--- src/rtl/sram_arbiter_pkg.sv ---
// Purpose : shared types and constants for the single-port SRAM arbiter.
// Latency : n/a (types only).
// Backpress: n/a.
// Contents: FSM state enum, read-response owner enum, default widths, web helper.
package sram_arbiter_pkg;

  localparam int AW_DEF = 14;
  localparam int DW_DEF = 32;

  // Active-low byte enables with every lane deasserted mean "read".
  localparam logic [3:0] WEB_READ = 4'b1111;

  typedef enum logic [1:0] {
    ST_RUN   = 2'd0,
    ST_DRAIN = 2'd1,
    ST_LOAD  = 2'd2
  } state_t;

  typedef enum logic [1:0] {
    OWN_NONE = 2'd0,
    OWN_IF   = 2'd1,
    OWN_DM   = 2'd2
  } owner_t;

  function automatic logic is_read(input logic [3:0] web);
    return web == WEB_READ;
  endfunction

endpackage

--- src/rtl/rr_starve_pick.sv ---
// Purpose : picks IF or DM for the SRAM slot; DM wins unless IF has been denied STARVE_LIMIT times.
// Latency : combinational pick in the request cycle; starvation count updates on the clock edge.
// Backpress: en=0 blocks both picks (denied IF requests still count toward starvation).
// Ports   : clk, rst (async active-low), en, if_req, dm_req -> if_pick, dm_pick (one-hot or none).
module rr_starve_pick #(
  parameter int STARVE_LIMIT = 3
) (
  input  logic clk,
  input  logic rst,
  input  logic en,
  input  logic if_req,
  input  logic dm_req,
  output logic if_pick,
  output logic dm_pick
);

  localparam int CW = (STARVE_LIMIT < 1) ? 1 : $clog2(STARVE_LIMIT + 1);

  logic [CW-1:0] starve_cnt;
  logic          at_limit;

  assign at_limit = (starve_cnt == CW'(STARVE_LIMIT));

  // IF only wins over a competing DM request once it has starved long enough.
  assign if_pick = en && if_req && (at_limit || !dm_req);
  assign dm_pick = en && dm_req && !if_pick;

  always_ff @(posedge clk or negedge rst) begin
    if (!rst) begin
      starve_cnt <= '0;
    end else if (if_req && !if_pick) begin
      if (!at_limit) starve_cnt <= starve_cnt + 1'b1;
    end else begin
      starve_cnt <= '0;
    end
  end

endmodule

--- src/rtl/sram_arbiter.sv ---
// Purpose : shares one synchronous SRAM between CPU fetch (IF), CPU data (DM) and a bulk loader.
// Latency : grant in the request cycle; read data/rvalid one cycle after the grant.
// Backpress: requesters hold until gnt; loader waits for ld_ready while the CPU is held via cpu_hold.
// Ports   : clk, rst (async active-low); IF req/addr -> gnt/rvalid/rdata; DM req/web/addr/wdata ->
//           gnt/rvalid/rdata; loader ld_en/ld_we/ld_addr/ld_wdata -> ld_ready; cpu_hold;
//           SRAM_CS/OE/WEB/A/DI to the macro, SRAM_DO back from it.
module sram_arbiter
  import sram_arbiter_pkg::*;
#(
  parameter int AW           = AW_DEF,
  parameter int DW           = DW_DEF,
  parameter int STARVE_LIMIT = 3
) (
  input  logic          clk,
  input  logic          rst,

  input  logic          if_req,
  input  logic [AW-1:0] if_addr,
  output logic          if_gnt,
  output logic          if_rvalid,
  output logic [DW-1:0] if_rdata,

  input  logic          dm_req,
  input  logic [3:0]    dm_web,
  input  logic [AW-1:0] dm_addr,
  input  logic [DW-1:0] dm_wdata,
  output logic          dm_gnt,
  output logic          dm_rvalid,
  output logic [DW-1:0] dm_rdata,

  input  logic          ld_en,
  input  logic          ld_we,
  input  logic [AW-1:0] ld_addr,
  input  logic [DW-1:0] ld_wdata,
  output logic          ld_ready,

  output logic          cpu_hold,

  output logic          SRAM_CS,
  output logic          SRAM_OE,
  output logic [3:0]    SRAM_WEB,
  output logic [AW-1:0] SRAM_A,
  output logic [DW-1:0] SRAM_DI,
  input  logic [DW-1:0] SRAM_DO
);

  state_t state;
  owner_t owner;
  logic   arb_en;
  logic   if_pick;
  logic   dm_pick;

  // CPU grants only happen in RUN, and not in the cycle the loader asks for the SRAM,
  // so DRAIN starts with at most one read still in flight. Reset gates grants directly
  // because they are combinational from the request inputs.
  assign arb_en = rst && (state == ST_RUN) && !ld_en;

  rr_starve_pick #(
    .STARVE_LIMIT(STARVE_LIMIT)
  ) u_pick (
    .clk    (clk),
    .rst    (rst),
    .en     (arb_en),
    .if_req (if_req),
    .dm_req (dm_req),
    .if_pick(if_pick),
    .dm_pick(dm_pick)
  );

  assign if_gnt = if_pick;
  assign dm_gnt = dm_pick;

  // Mode FSM; cpu_hold and ld_ready are registered alongside the next state.
  always_ff @(posedge clk or negedge rst) begin
    if (!rst) begin
      state    <= ST_RUN;
      cpu_hold <= 1'b0;
      ld_ready <= 1'b0;
    end else begin
      case (state)
        ST_RUN: begin
          if (ld_en) begin
            state    <= ST_DRAIN;
            cpu_hold <= 1'b1;
            ld_ready <= 1'b0;
          end
        end
        ST_DRAIN: begin
          if (ld_en) begin
            state    <= ST_LOAD;
            cpu_hold <= 1'b1;
            ld_ready <= 1'b1;
          end else begin
            state    <= ST_RUN;
            cpu_hold <= 1'b0;
            ld_ready <= 1'b0;
          end
        end
        ST_LOAD: begin
          if (!ld_en) begin
            state    <= ST_RUN;
            cpu_hold <= 1'b0;
            ld_ready <= 1'b0;
          end
        end
        default: begin
          state    <= ST_RUN;
          cpu_hold <= 1'b0;
          ld_ready <= 1'b0;
        end
      endcase
    end
  end

  // Who gets SRAM_DO next cycle. Writes and idle cycles leave no owner, and the
  // async reset drops any read in flight.
  always_ff @(posedge clk or negedge rst) begin
    if (!rst) begin
      owner <= OWN_NONE;
    end else if (if_gnt) begin
      owner <= OWN_IF;
    end else if (dm_gnt && is_read(dm_web)) begin
      owner <= OWN_DM;
    end else begin
      owner <= OWN_NONE;
    end
  end

  assign SRAM_OE   = (owner != OWN_NONE);
  assign if_rvalid = (owner == OWN_IF);
  assign dm_rvalid = (owner == OWN_DM);
  assign if_rdata  = (owner == OWN_IF) ? SRAM_DO : '0;
  assign dm_rdata  = (owner == OWN_DM) ? SRAM_DO : '0;

  // SRAM command mux. Loader writes are only possible in LOAD where no CPU grant exists.
  always_comb begin
    SRAM_CS  = 1'b0;
    SRAM_WEB = WEB_READ;
    SRAM_A   = '0;
    SRAM_DI  = '0;
    if ((state == ST_LOAD) && ld_we) begin
      SRAM_CS  = 1'b1;
      SRAM_WEB = 4'b0000;
      SRAM_A   = ld_addr;
      SRAM_DI  = ld_wdata;
    end else if (if_gnt) begin
      SRAM_CS  = 1'b1;
      SRAM_A   = if_addr;
    end else if (dm_gnt) begin
      SRAM_CS  = 1'b1;
      SRAM_WEB = dm_web;
      SRAM_A   = dm_addr;
      if (!is_read(dm_web)) SRAM_DI = dm_wdata;
    end
  end

endmodule

--- config.mk ---
export PLATFORM = sky130hd
export DESIGN_NAME = sram_arbiter
export DESIGN_NICKNAME = d
export VERILOG_FILES = /design/src/rtl/sram_arbiter_pkg.sv /design/src/rtl/rr_starve_pick.sv /design/src/rtl/sram_arbiter.sv
export SDC_FILE = /design/constraint.sdc
export NUM_CORES = 1
export LEC_CHECK = 0
export ABC_CLOCK_PERIOD_IN_PS = 1800
export CAP_MARGIN = 10
export CORE_AREA = 3 3 103 105
export CTS_CLUSTER_DIAMETER = 30
export DETAILED_ROUTE_END_ITERATION = 10
export DIE_AREA = 0 0 106 108
export PLACE_DENSITY = 0.71
export SLEW_MARGIN = 25
export SYNTH_ARGS = -nofsm -noshare
export SYNTH_HDL_FRONTEND = slang
export SYNTH_SLANG_ARGS = --single-unit
--- constraint.sdc ---
create_clock -name clk -period 1.8 [get_ports clk]
set_input_delay 0.18 -clock clk [delete_from_list [all_inputs] [get_ports clk]]
set_output_delay 0.18 -clock clk [all_outputs]
set_load 0.05 [all_outputs]
==> results.cfg <==
[outcome]
status = finished, violations left
violations = negative setup slack

[timing]
finalSetupViolations = 47
postLayoutSetupSlackWorst_ps = -377
slew_viol_final = 0
whs_ps = 368
slew_headroom_pct = 66.5
fmax_mhz = 459
worst_pin_slew_ps = 501
final.min_clock_period_ps = 2180
fin_skew_ps = 1.25
period_share_pct = 121
rsz0062_at_grt = yes
hold_violations = 0

[clock_network]
numCtsBuffers = 3
clkTransAtPathRegs_ps = 40
clock_sinks = 8
cts_max_path_buffers = 2
clk_latency_ps = 220
root_buffer = clkbuf_8
htree_levels = 1
cts_tree = yes

[global_routing]
antenna_found_initial = 1
grt_pass1_vias = 3180
grt_usage_pct = 19.5
grt_remaining_overflow = 0
grt_max_degree = 34
grt_pass1_wl_um = 17500

[synthesis]
synth_edf_count = 0
syn_inst = 206
syn-num-nets = 355
syn_avg_cell_area_um2 = 7.56
synthArstFlopShare_pct = 100
syn-cell-area_mm2 = 0.00156
yosys.cell_types.count = 29
synth_seq_area_share_pct = 12.9
synth_seq_cells = 8
synth_ff_type = dfrtp_1
ys_warn_count = 0

[power_and_ir_drop]
p_per_area_mw_per_mm2 = 412
seqPwrFrac_pct = 9.2
comb_power_share_pct = 82.7
clkPwrFrac_pct = 8.1
ir_drop_v = 0.000310
p_leak_uw = 0.00264
switching_share_pct = 43.0
p_sw_uw = 1130
internal_power_uw = 1500

[floorplanning]
fp.dieH_um = 108
start_util_pct = 16.0
die_w_um = 106
dieArea_mm2 = 0.0114
rows = 36
coreArea_mm2 = 0.00973
ios = 270

[finish]
fin_cells = 621
drive_gt1_share_pct = 44.1
layout_commonest_cell = clkdlybuf4s50_1
mostFrequentLayoutCells = clkdlybuf4s50_1 (146), buf_12 (119), and2_1 (67)
final_net_count = 638
areaGrowthSynthToFinish_pct = 311

[routing]
ant_nets = 0
detail_route.vias_per_cell = 4.60
drt-pass1-iter-count = 4
vias = 2854
drtIter0Drc = 89
drc = 0
routed_wl_um = 12100
wl_per_cell_um = 19.5

[placement]
hpwl_um = 9840
place_ws_ps = -376
placed_cells = 606
globalplace.congestion = 0.791
portBuffers = 269

[setup_path]
cp.required_ps = 1620
critPathMaxFanout = 8
critPathLaunchType = flop
crit_chain = or4b_4 -> nor3b_4 -> buf_6 -> buf_8 -> a22o_4 -> buf_12
critPathKind = reg2out
path_buf_inv = 3
crit_family = simple AND/OR/NAND/NOR gates
critPathSlowestCell = or4b_4
reg2reg_setup_slack_ps = 330
end_kind = output port
slowest_delay_ps = 560
critical_path_arrival_ps = 2000

[run]
cap_violations = 0

[hold_path]
hold_class = in2reg
registers in the layout, indices dropped and copies added, names as in the netlist:
register           count
state                  2
u_pick.starve_cnt      2
cpu_hold               1
ld_ready               1
owner                  2
power groups by stage:
stage | Sequential [uW] | Combinational, uW | Clock [uW]
global route | 247 | 2270 | 233
floorplan | 277 | 929 | 0
detailed placement | 236 | 2010 | 0
global placement | 235 | 1980 | 0
finish | 242 | 2180 | 212
CTS | 235 | 2150 | 216
layer usage:
layer | vias to the layer above | share of wire [%] | global-route usage (%)
met5 | - | 0 | 0
met4 | 0 | 2.6 | 7.03
met1 | 1332 | 31 | 18.1
li1 | 1315 | - | -
met3 | 24 | 11 | 6.99
met2 | 183 | 56 | 38.8
cells in the mapped netlist (2+ instances only):
cell	instances	area [um^2]
a22o_1	9	78.8
a22o_2	23	230
a32oi_1	14	123
and2_1	67	419
and3_1	2	12.5
buf_6	5	56.3
clkbuf_1	17	63.8
dfrtp_1	8	200
nand2_1	15	56.3
nand2b_1	3	18.8
nand3b_1	2	15.0
nor2_1	2	7.51
nor2b_1	3	18.8
o21a_1	4	30.0
o21ai_0	17	85.1
xor2_1	2	17.5
worst paths after layout:
path                                         to  startpoint  cells past startpoint
setup / recovery                     SRAM_DI[7]    state[1]                      6
hold / removal                         state[1]       ld_en                      3
setup reg to reg           u_pick.starve_cnt[1]    state[1]                      6
hold reg to reg                        cpu_hold    cpu_hold                      2
max in group asynchronous              state[1]         rst                      3
min in group asynchronous              owner[1]         rst                      3
kinds of logic after synthesis:
family | Yosys count | synth area share [%]
multiplexers | 2 | 1.37
adder cells (fa/ha/maj) | 1 | 0.804
flip-flops | 8 | 12.9
AND/OR/NAND/NOR | 101 | 39.9
AO/OA/AOI/OAI | 69 | 36.0
buffers and inverters | 23 | 7.96
XOR/XNOR | 2 | 1.13
what timing repair did:
action	CTS	global route
buffers inserted	6	1
endpoints found under the setup margin	53	53
cloned	4	1
hold endpoints to repair	0	8
resized for setup	29	11
hold buffers	0	1
pin swaps	5	6
tightest hold or removal path, cell delays in order:
cell,delay (ps)
dlymetal6s2s_1,100
buf_4,150
and2_1,120
area by class of cell:
cell class,instances,area (um^2)
fill,709,3330
clock buffer,3,41.3
timing repair buffer,300,4240
multi-input combinational,175,1740
inverter,1,3.75
antenna,1,2.50
sequential,8,200
tap,133,166
metrics by stage:
stage	instance area, um^2	total power (uW)	setup TNS, ps	utilization [%]
floorplan	1940	1210	-6070	-
global placement	5990	2210	-13580	61.6
detailed placement	5990	2250	-14750	61.6
CTS	6310	2600	-15440	64.9
global route	6400	2750	-17190	65.8
finish	6400	2630	-15160	65.8
(Power assumes the default switching activity.)
